$ cat src/rtl/uart_tx_arbiter.sv
`default_nettype none
// ============================================================================
// Module   : uart_tx_arbiter
// Purpose  : Round-robin, message-locked arbiter sharing one uart_tx among
//            NUM_REQ valid/ready word streams, with an idle-line guard time.
// Revision : 1.0 - initial release
// ============================================================================
module uart_tx_arbiter #(
    parameter int NUM_REQ    = 4,
    parameter int W_DATA     = 16,
    parameter int GAP_CLOCKS = 8
) (
    input  logic                        clk,
    input  logic                        rst,
    input  logic [NUM_REQ-1:0]          s_valid,
    input  logic [NUM_REQ*W_DATA-1:0]   s_data,
    input  logic [NUM_REQ-1:0]          s_last,
    output logic [NUM_REQ-1:0]          s_ready,
    output logic                        m_valid,
    output logic [W_DATA-1:0]           m_data,
    input  logic                        m_ready,
    output logic [NUM_REQ-1:0]          grant,
    output logic                        busy
);

    localparam int PTR_W    = (NUM_REQ > 1) ? $clog2(NUM_REQ) : 1;
    localparam int CNT_W    = (GAP_CLOCKS > 0) ? $clog2(GAP_CLOCKS + 1) : 1;
    localparam int GAP_LAST = (GAP_CLOCKS > 0) ? (GAP_CLOCKS - 1) : 0;
    localparam int REQ_LAST = NUM_REQ - 1;

    typedef enum logic [1:0] {
        ST_ARB  = 2'd0,
        ST_LOCK = 2'd1,
        ST_GAP  = 2'd2
    } state_t;

    state_t               state_q, state_d;
    logic [PTR_W-1:0]     ptr_q, ptr_d;
    logic [PTR_W-1:0]     owner_q, owner_d;
    logic [NUM_REQ-1:0]   grant_q, grant_d;
    logic [CNT_W-1:0]     gap_cnt_q, gap_cnt_d;

    logic                 found;
    logic [PTR_W-1:0]     winner;
    logic [PTR_W-1:0]     scan_idx;
    logic [PTR_W-1:0]     owner_next;
    logic                 owner_xfer;

    // First valid requester scanning ptr, ptr+1, ... with wrap at NUM_REQ-1.
    always_comb begin
        found    = 1'b0;
        winner   = '0;
        scan_idx = ptr_q;
        for (int k = 0; k < NUM_REQ; k++) begin
            if (!found && s_valid[scan_idx]) begin
                found  = 1'b1;
                winner = scan_idx;
            end
            if (scan_idx == PTR_W'(REQ_LAST)) begin
                scan_idx = '0;
            end else begin
                scan_idx = scan_idx + PTR_W'(1);
            end
        end
    end

    always_comb begin
        if (owner_q == PTR_W'(REQ_LAST)) begin
            owner_next = '0;
        end else begin
            owner_next = owner_q + PTR_W'(1);
        end
    end

    assign owner_xfer = s_valid[owner_q] && m_ready;

    always_comb begin
        state_d   = state_q;
        ptr_d     = ptr_q;
        owner_d   = owner_q;
        grant_d   = grant_q;
        gap_cnt_d = gap_cnt_q;
        s_ready   = '0;
        m_valid   = 1'b0;
        m_data    = '0;

        case (state_q)
            ST_ARB: begin
                if (found) begin
                    owner_d = winner;
                    grant_d = NUM_REQ'(1) << winner;
                    state_d = ST_LOCK;
                end
            end

            ST_LOCK: begin
                m_valid          = s_valid[owner_q];
                m_data           = s_data[owner_q*W_DATA +: W_DATA];
                s_ready[owner_q] = m_ready;
                if (owner_xfer && s_last[owner_q]) begin
                    ptr_d     = owner_next;
                    grant_d   = '0;
                    gap_cnt_d = '0;
                    if (GAP_CLOCKS > 0) begin
                        state_d = ST_GAP;
                    end else begin
                        state_d = ST_ARB;
                    end
                end
            end

            ST_GAP: begin
                // Only idle-line clocks count; time uart_tx spends sending is excluded.
                if (m_ready) begin
                    if (gap_cnt_q == CNT_W'(GAP_LAST)) begin
                        state_d = ST_ARB;
                    end else begin
                        gap_cnt_d = gap_cnt_q + CNT_W'(1);
                    end
                end
            end

            default: begin
                state_d = ST_ARB;
            end
        endcase
    end

    always_ff @(posedge clk or posedge rst) begin
        if (rst) begin
            state_q   <= ST_ARB;
            ptr_q     <= '0;
            owner_q   <= '0;
            grant_q   <= '0;
            gap_cnt_q <= '0;
        end else begin
            state_q   <= state_d;
            ptr_q     <= ptr_d;
            owner_q   <= owner_d;
            grant_q   <= grant_d;
            gap_cnt_q <= gap_cnt_d;
        end
    end

    assign grant = grant_q;
    assign busy  = (state_q != ST_ARB);

endmodule
`default_nettype wire

$ cat config.mk
export PLATFORM = sky130hd
export DESIGN_NAME = uart_tx_arbiter
export DESIGN_NICKNAME = d
export VERILOG_FILES = /design/src/rtl/uart_tx_arbiter.sv
export SDC_FILE = /design/constraint.sdc
export NUM_CORES = 1
export LEC_CHECK = 0
export BUFFER_PORTS_ARGS = -buffer_cell sky130_fd_sc_hd__buf_2
export CORE_MARGIN = 1.5
export CORE_UTILIZATION = 48
export DETAILED_ROUTE_END_ITERATION = 10
export PLACE_DENSITY_LB_ADDON = 0.25
export SLEW_MARGIN = 5
export SYNTH_ARGS = -nofsm -noshare
export SYNTH_HDL_FRONTEND = slang
export SYNTH_SLANG_ARGS = --single-unit
$ cat constraint.sdc
create_clock -name clk -period 4 [get_ports clk]
set_clock_uncertainty 0.1 [all_clocks]
set_input_delay 0.4 -clock clk [delete_from_list [all_inputs] [get_ports clk]]
set_output_delay 0.4 -clock clk [all_outputs]
set_load 0.05 [all_outputs]
==> flow_summary.ini, run 1 <==
[grt]
use_met1 = 0.300
grt.overflow.total = 0
grt_pass1_wl_mm = 7.27
grt_pass1_vias = 1621
grt.busiest_layer = met2
use_met3 = 0.0429
grt_max_degree = 25
antenna_found_initial = 0
use_met2 = 0.379
grtUsageTotal = 0.229

[route]
drt-pass1-iter-count = 4
drt_iter0_markers = 79
vias_per_cell = 5.67
vias = 1745
final_antenna_net_count = 0
wl_mm = 4.53
post_drt_wl_per_cell_um = 14.7
drc = 0

[worst_setup_path]
cp_top_family = adder cells
r2r_cells = 5
worstPathRequired_ns = 4.07
crit_slowest_cell = ha_1
r2r_start = ptr_q[0]
slowest_delay_ns = 0.73
worstSetupPathType = flip-flop to flip-flop
worstSetupPathDepth = 5
crit_path_max_fanout = 22
arrival_ns = 3.14
cp-startpoint = ptr_q[0]
worst-path-buf-inv = 0
end_kind = flip-flop
worstPathCellList = ha_1 > mux4_2 > a311o_1 > or3_1 > a21boi_2
start_kind = flip-flop

[yosys]
yosys.cell_types.count = 58
syn_nets = 253
synthCells = 172
yosysSeqAreaShare = 0.201
yosysTopAreaCell = mux4_2
syn-cell-area_mm2 = 0.00174
ys.flop_type = dfrtp_1
synth_edf_count = 0
synth-async-reset-ratio = 1.00
ys_warn_count = 0
synth_top_area_share = 0.220
synth_area_leaders = mux4_2 22%, dfrtp_1 20%, and2_1 6.8%, mux4_1 4.5%, ha_1 4.3%
synth.avg_cell_area_um2 = 10.1
ys_seq_elements = 14

[pwr]
p_leak_nw = 1.12
p_per_area_mw_per_mm2 = 916
p_clk_frac = 0.050
finalPower_mw = 2.08
p_switching_mw = 1.21
p_seq_frac = 0.171
comb_power_share = 0.779
ir_drop_uv = 442
p_int_mw = 0.868
switching_share = 0.582

[floorplan]
core_area_mm2 = 0.00342
dieArea_mm2 = 0.00400
start_util = 0.511
chipWidth_um = 63.3
io_pins = 101
die_height_um = 63.3
core.rowCount = 21

[clocking]
cts_resized = 0
ctsHoldBuffers = 0
clock-root-buffer = clkbuf_4
cts_tree = yes
numCtsBuffers = 3
insertion_delay_ns = 0.28
clkTransAtPathRegs_ns = 0.10
clock_sinks = 14
clockBufferDepth = 2
htree_levels = 1
postCtsSetupBuffers = 0

[run]
maxCapViolCount = 0

[sta]
slew_headroom = 0.457
hold_viol_final = 0
setup_violations = 0
max_freq_mhz = 326
rsz0062_at_grt = false
period_share = 0.768
whs_ns = 0.0305
period_needed_ns = 3.07
worst_pin_slew_ns = 0.814
slew_violations = 0
fin_tns_setup_ns = 0

[run_status]
status = finished, final reports clean

[finish]
multi_input_area_mm2 = 0.00128
final_common_cell = buf_2
fin_nets = 344
seqCellArea_um2 = 350
drive_gt1_frac = 0.504
most-common-layout-cells = 100 x buf_2, 19 x and2_1, 17 x mux4_2, 14 x dfrtp_1, 11 x nand2_1
fill_cells = 286
num_antenna_cells = 0
syn_to_final_growth_pct = 30.0

[min_path]
hold_path.class = input port to async pin

[place]
portBuffers = 100
hpwl_mm = 3.62
gp_congestion = 0.937
-- per-layer routing --
layer,part of all wire,vias up,routed length (um)
met5,0,-,0
met1,0.42,823,1920
met2,0.50,71,2240
met4,0.013,0,59
li1,-,845,-
met3,0.068,6,310
-- stage by stage --
step,instances,cell area [um^2],worst slack [ns],util
after CTS,308,2260,0.948,0.663
after floorplan,172,1740,1.60,-
after detailed placement,304,2230,0.963,0.652
after global placement,304,2230,0.995,0.652
final,308,2270,0.929,0.664
after global routing,308,2270,0.737,0.664
-- logic make-up (layout without fill, tap and decap cells) --
| group | count (synthesis) | in the layout | share of synthesized area |
|---|---|---|---|
| buf+inv | 23 | 113 | 0.0638 |
| xor+xnor | 1 | 1 | 0.00933 |
| flops | 14 | 14 | 0.201 |
| compound gates | 35 | 35 | 0.169 |
| mux | 23 | 23 | 0.283 |
| fa+ha+maj | 6 | 6 | 0.0430 |
| simple gates | 70 | 70 | 0.230 |
-- layout make-up --
class                   instances  area share
inverters                       8      0.0132
well taps                      46      0.0254
clock buffers                   4      0.0160
multi-input cells             135       0.567
repair buffers                101       0.224
flip-flops and latches         14       0.155
-- cell usage after synthesis (2+ instances only) --
master	number
nand4b_1	4
ha_1	6
dfrtp_1	14
and3_1	4
nand3_1	6
nor3_1	2
o21ai_0	6
nor4bb_1	2
buf_6	2
clkbuf_1	4
nand2_1	11
mux4_2	17
buf_2	8
a21oi_1	3
inv_1	8
nor2_1	10
a22o_1	2
nor2b_1	3
mux4_1	3
and2_1	19
-- path summary, 6_finish.rpt --
path                                end  slack, ns
max                          owner_q[0]       0.93
max reg2reg                  owner_q[0]       0.93
max in group asynchronous  gap_cnt_q[2]       3.41
min in group clk           gap_cnt_q[2]       0.37
min                          owner_q[0]       0.03
min reg2reg                    grant[0]       0.41
-- power groups by stage --
stage | registers (mW) | logic (mW) | clock network [mW]
finish | 0.355 | 1.62 | 0.103
global route | 0.377 | 1.74 | 0.113
CTS | 0.356 | 1.62 | 0.105
detailed placement | 0.359 | 1.62 | 0
global placement | 0.356 | 1.60 | 0
floorplan | 0.303 | 1.39 | 0
-- sequential cells by signal, indices dropped and copies added, names as in the netlist --
signal / flops
gap_cnt_q: 4
grant: 4
owner_q: 2
ptr_q: 2
state_q: 2
Power figures use the tool's default switching activity.
==> inputs of run 2 (changes only) <==
Settings changed: ABC_AREA from default to 1, CORE_UTILIZATION 48 to 41.
Clock period 4 ns to 2.8 ns, I/O delays scaled along.
==> run 2 against run 1 <==
Effect of this change: critical path depth is 1 lower; worst hold slack better by 0.31 ns; non-clock buffer count is 4 higher; cell area is 4.7% higher; sequential power down 2%; synthesized area rose by 3.7%; critical path type is now flip-flop to primary output; largest power group unchanged.
==> flow_summary.ini, run 2 <==
[run_status]
status = finished, final reports clean

[finish]
final_common_cell = buf_2
final_core_util = 0.577
most-common-layout-cells = 100 x buf_2, 82 x nor2_1, 39 x nand2_1, 35 x o21ai_0, 22 x a21oi_1
syn_to_final_growth_pct = 31.2
drive_gt1_frac = 0.357
fin_nets = 472
fin_cells = 439
num_antenna_cells = 0

[yosys]
ys_warn_count = 0
yosysSeqAreaShare = 0.194
syn-cell-area_mm2 = 0.00181
synthCells = 296
synth_area_leaders = dfrtp_1 19%, nor2_1 17%, o21ai_0 9.7%, nand2_1 8.1%, a21oi_1 6.1%
synth-async-reset-ratio = 1.00
synth_edf_count = 0
synth_top_area_share = 0.194
ys.flop_type = dfrtp_1
syn_nets = 377
yosysTopAreaCell = dfrtp_1
ys_top_cells_by_count = 82 x nor2_1, 39 x nand2_1, 35 x o21ai_0
yosys.cell_types.count = 32
yosysMostFrequentCell = nor2_1
synth.avg_cell_area_um2 = 6.11
ys_seq_elements = 14

[min_path]
whs_path_depth = 3
hold_path.class = input port to flip-flop
min_from = m_ready
hold_end = ptr_q[0]

[worst_setup_path]
worstPathRequired_ns = 2.42
end_kind = primary output
crit_slowest_cell = dfrtp_1
start_kind = flip-flop
reg2reg_to = grant[2]
worst-path-buf-inv = 2
arrival_ns = 1.89
worstPathCellList = nor2_1 > inv_1 > a21oi_1 > buf_2
r2r_cells = 10
slowest_delay_ns = 0.41
worstSetupPathType = flip-flop to primary output
crit_path_max_fanout = 21
rrSetupSlack_ns = 0.65
r2r_start = ptr_q[0]
cp_top_family = buffers and inverters

[sta]
period_needed_ns = 2.27
slew_violations = 0
period_share = 0.810
setup_violations = 0
slew_headroom = 0.531
rsz0062_at_grt = false
worst_slack_ns = 0.531
worst_pin_slew_ns = 0.703
max_freq_mhz = 441
fin_tns_setup_ns = 0
hold_viol_final = 0

[grt]
grt.overflow.total = 0
grt_max_degree = 43
grt_pass1_vias = 2028
grtUsageTotal = 0.222
grt_pass1_wl_mm = 9.11
antenna_found_initial = 0

[clocking]
clkTransAtPathRegs_ns = 0.06
postCtsSetupBuffers = 0
numCtsBuffers = 3
clock-root-buffer = clkbuf_8
cts_tree = yes
clock_sinks = 14
clockBufferDepth = 2
htree_levels = 1
insertion_delay_ns = 0.25
ctsHoldBuffers = 1
cts_resized = 0

[route]
vias = 2191
post_drt_wl_per_cell_um = 11.8
vias_per_cell = 4.99
final_antenna_net_count = 0
drt-pass1-iter-count = 4
drc = 0
drt_iter0_markers = 113
wl_mm = 5.19

[place]
hpwl_mm = 4.05
gp_congestion = 0.911
numPlacedInstances = 435
portBuffers = 100
pre_cts_ws_ns = 0.678

[pwr]
p_per_area_mw_per_mm2 = 1360
p_leak_nw = 1.32
ir_drop_uv = 786

[floorplan]
io_pins = 101
die_height_um = 69.4
dieArea_mm2 = 0.00482
chipWidth_um = 69.4
start_util = 0.440
core.rowCount = 23
core_area_mm2 = 0.00412

[run]
maxCapViolCount = 0
[run 2: cell count changes in the layout (fill, tap and decap cells not counted), moves of 17 or more]
| cell | change |
|---|---|
| a21oi_1 | +19 |
| and2_1 | -19 |
| mux4_2 | -17 |
| nand2_1 | +28 |
| nor2_1 | +72 |
| o21ai_0 | +29 |
[run 2: logic make-up after synthesis]
kind of cell             after synthesis  synth area share
flip-flops                            14             0.194
AND/OR/NAND/NOR                      170             0.462
adder cells (fa/ha/maj)                6            0.0415
XOR/XNOR                               1           0.00484
buffers and inverters                 34            0.0878
AO/OA/AOI/OAI                         71             0.210
[run 2: layout make-up]
class	count	area [um^2]
sequential	14	350
multi-input combinational	248	1300
clock buffer	3	41.3
tap	50	62.6
inverter	19	78.8
fill	421	1740
timing repair buffer	105	541
[run 2: power breakdown]
part	internal [mW]	total [mW]	switching (mW)
Combinational	0.748	2.72	1.97
Clock	0.0952	0.164	0.0688
Sequential	0.270	0.347	0.0777
[run 2: how the worst max path moves through the flow]
stage / from / to / slack (ns) / depth (start not counted)
floorplan: owner_q[1] / s_ready[0] / 0.50 / 7
detailed placement: ptr_q[0] / grant[0] / 0.68 / 10
global route: state_q[1] / m_data[3] / 0.39 / 4
finish: state_q[1] / m_data[3] / 0.53 / 4
CTS: state_q[1] / m_data[3] / 0.56 / 4
global placement: ptr_q[0] / owner_q[1] / 0.74 / 11
[run 2: tightest hold or removal path: cells and delay by family]
kind	cells	cell delay, ns
and+or+nand+nor	1	0.14
AOI/OAI and AO/OA	1	0.06
buffers and inverters	1	0.16
[run 2: per-stage QoR]
stage	hold slack [ns]	power [mW]	area, um^2
after detailed placement	0.255	3.06	2320
after CTS	0.339	3.24	2370
final	0.341	3.23	2370
after global routing	0.355	3.54	2370
after global placement	0.253	3.04	2320
after floorplan	0.0692	2.57	1810
[run 2: layer usage]
| layer | vias to the layer above | track usage | part of all wire |
|---|---|---|---|
| met1 | 958 | 0.297 | 0.46 |
| met5 | - | 0 | 0 |
| met2 | 62 | 0.370 | 0.47 |
| met4 | 0 | 0.0436 | 0.015 |
| li1 | 1159 | - | - |
| met3 | 12 | 0.0494 | 0.058 |
==> inputs of run 3 (changes only) <==
Settings changed: ABC_AREA 1 to 0, CORE_UTILIZATION 41 to 45.
Clock period 2.8 ns to 2.2 ns, I/O delays scaled along.
==> run 3 against run 2 <==
Effect of this change: the run now ends with negative setup slack left; worst hold slack worse by 0.13 ns; die area shrank 12%; register-to-register slack got worse by 0.87 ns; count of clock-buffer cells in the layout is 1 higher; via count decreased by 15%; first-iteration DRC count fell by 6.2%; cell count decreased by 25%; critical endpoint is now grant[3]; largest cell class unchanged.
==> flow_summary.ini, run 3 (synthesized netlist as in run 1, its figures left out) <==
[pwr]
p_leak_nw = 1.23
p_per_area_mw_per_mm2 = 1740
ir_drop_uv = 985

[floorplan]
core.rowCount = 22
die_height_um = 65.3
chipWidth_um = 65.3
core_area_mm2 = 0.00369
io_pins = 101
start_util = 0.473
dieArea_mm2 = 0.00426

[finish]
syn_to_final_growth_pct = 44.8
final_core_util = 0.685
final_area_mm2 = 0.00252
num_antenna_cells = 0
multi_input_area_mm2 = 0.00135
fill_cells = 311
most-common-layout-cells = 100 x buf_2, 19 x and2_1, 17 x mux4_2, 14 x dfrtp_1, 14 x buf_4
drive_gt1_frac = 0.566
fin_nets = 363
final_common_cell = buf_2
seqCellArea_um2 = 350

[sta]
slew_headroom = 0.645
max_freq_mhz = 413
period_needed_ns = 2.42
setup_violations = 22
worst_slack_ns = -0.224
slew_violations = 0
hold_viol_final = 0
rsz0062_at_grt = true
period_share = 1.10
worst_pin_slew_ns = 0.532

[grt]
use_met1 = 0.271
grtUsageTotal = 0.245
use_met2 = 0.469
grt_pass1_vias = 1853
grt.overflow.total = 0
grt.busiest_layer = met2
grt_max_degree = 22
antenna_found_initial = 0
use_met3 = 0.0582
grt_pass1_wl_mm = 8.14

[route]
wl_mm = 4.98
post_drt_wl_per_cell_um = 15.1
drt_iter0_markers = 106
final_antenna_net_count = 0
drt-pass1-iter-count = 5
vias = 1867
drc = 0
vias_per_cell = 5.67

[worst_setup_path]
crit_path_max_fanout = 6
start_kind = flip-flop
cp-startpoint = ptr_q[0]
r2r_cells = 7
r2r_start = ptr_q[0]
arrival_ns = 2.49
end_kind = flip-flop
worstSetupPathType = flip-flop to flip-flop
worstPathRequired_ns = 2.27

[place]
pre_cts_ws_ns = -0.330
placed_area_mm2 = 0.00236
portBuffers = 100
hpwl_mm = 3.95
gp_congestion = 0.842

[run]
maxCapViolCount = 0

[min_path]
hold_path.class = input port to flip-flop
min_from = m_ready
whs_path_depth = 3

[run_status]
status = finished with violations
violations = negative setup slack

[clocking]
numCtsBuffers = 3
htree_levels = 1
insertion_delay_ns = 0.25
clkTransAtPathRegs_ns = 0.06
cts_tree = yes
clockBufferDepth = 2
clock_sinks = 14
clock-root-buffer = clkbuf_8
run 3: changes by cell type in the layout (fill, tap and decap cells not counted), sizes merged, moves of 20 or more:
| cell | change |
|---|---|
| nor2 | -75 |
| mux4 | +20 |
| nand2 | -44 |
| and2 | +21 |
| o21ai | -38 |
| a21oi | -20 |
run 3: what timing repair did:
item,4_1_cts,5_1_grt
hold buffers,1,0
endpoints found under the hold margin,14,0
buffers inserted,2,2
setup endpoints to repair,22,22
pin swaps,3,11
gates resized for setup,7,10
run 3: final cells by class:
class | count | share of cell area
sequential | 14 | 0.139
timing repair buffer | 120 | 0.271
clock buffer | 4 | 0.0218
tap | 48 | 0.0238
inverter | 8 | 0.0119
multi-input combinational | 135 | 0.533
run 3: critical path: stages (launching register included):
cell and delay, ns:
dfrtp_1 0.41, ha_4 0.36, mux4_2 0.58, buf_6 0.16
o31ai_4 0.36, buf_12 0.15, nand3_1 0.07, a21oi_1 0.15
run 3: stage by stage:
stage | hold slack (ns) | setup TNS (ns) | cells | power, mW
2_1_floorplan | 0.00922 | -0.752 | 172 | 3.08
3_3_place_gp | 0.184 | -1.74 | 321 | 3.81
3_5_place_dp | 0.188 | -2.08 | 321 | 3.86
4_1_cts | 0.210 | -3.01 | 327 | 4.25
5_1_grt | 0.223 | -3.78 | 329 | 4.68
6_report | 0.207 | -1.66 | 329 | 4.40
run 3: worst paths after layout:
check                                to  slack, ns
max in group asynchronous      grant[0]       1.20
min in group asynchronous  gap_cnt_q[2]       0.45
min                        gap_cnt_q[2]       0.21
min reg2reg                    grant[1]       0.41
max reg2reg                    grant[3]      -0.22
max                            grant[3]      -0.22
run 3: power breakdown:
part | leakage, nW | switching [mW] | internal (mW)
logic | 1.03 | 2.16 | 1.48
registers | 0.179 | 0.136 | 0.375
clock network | 0.0288 | 0.0949 | 0.159
run 3: layer usage:
metal  wire length, um  up-vias
li1                  -      875
met1              1770      892
met2              2770       93
met3               393        7
met4                39        0
met5                 0        -
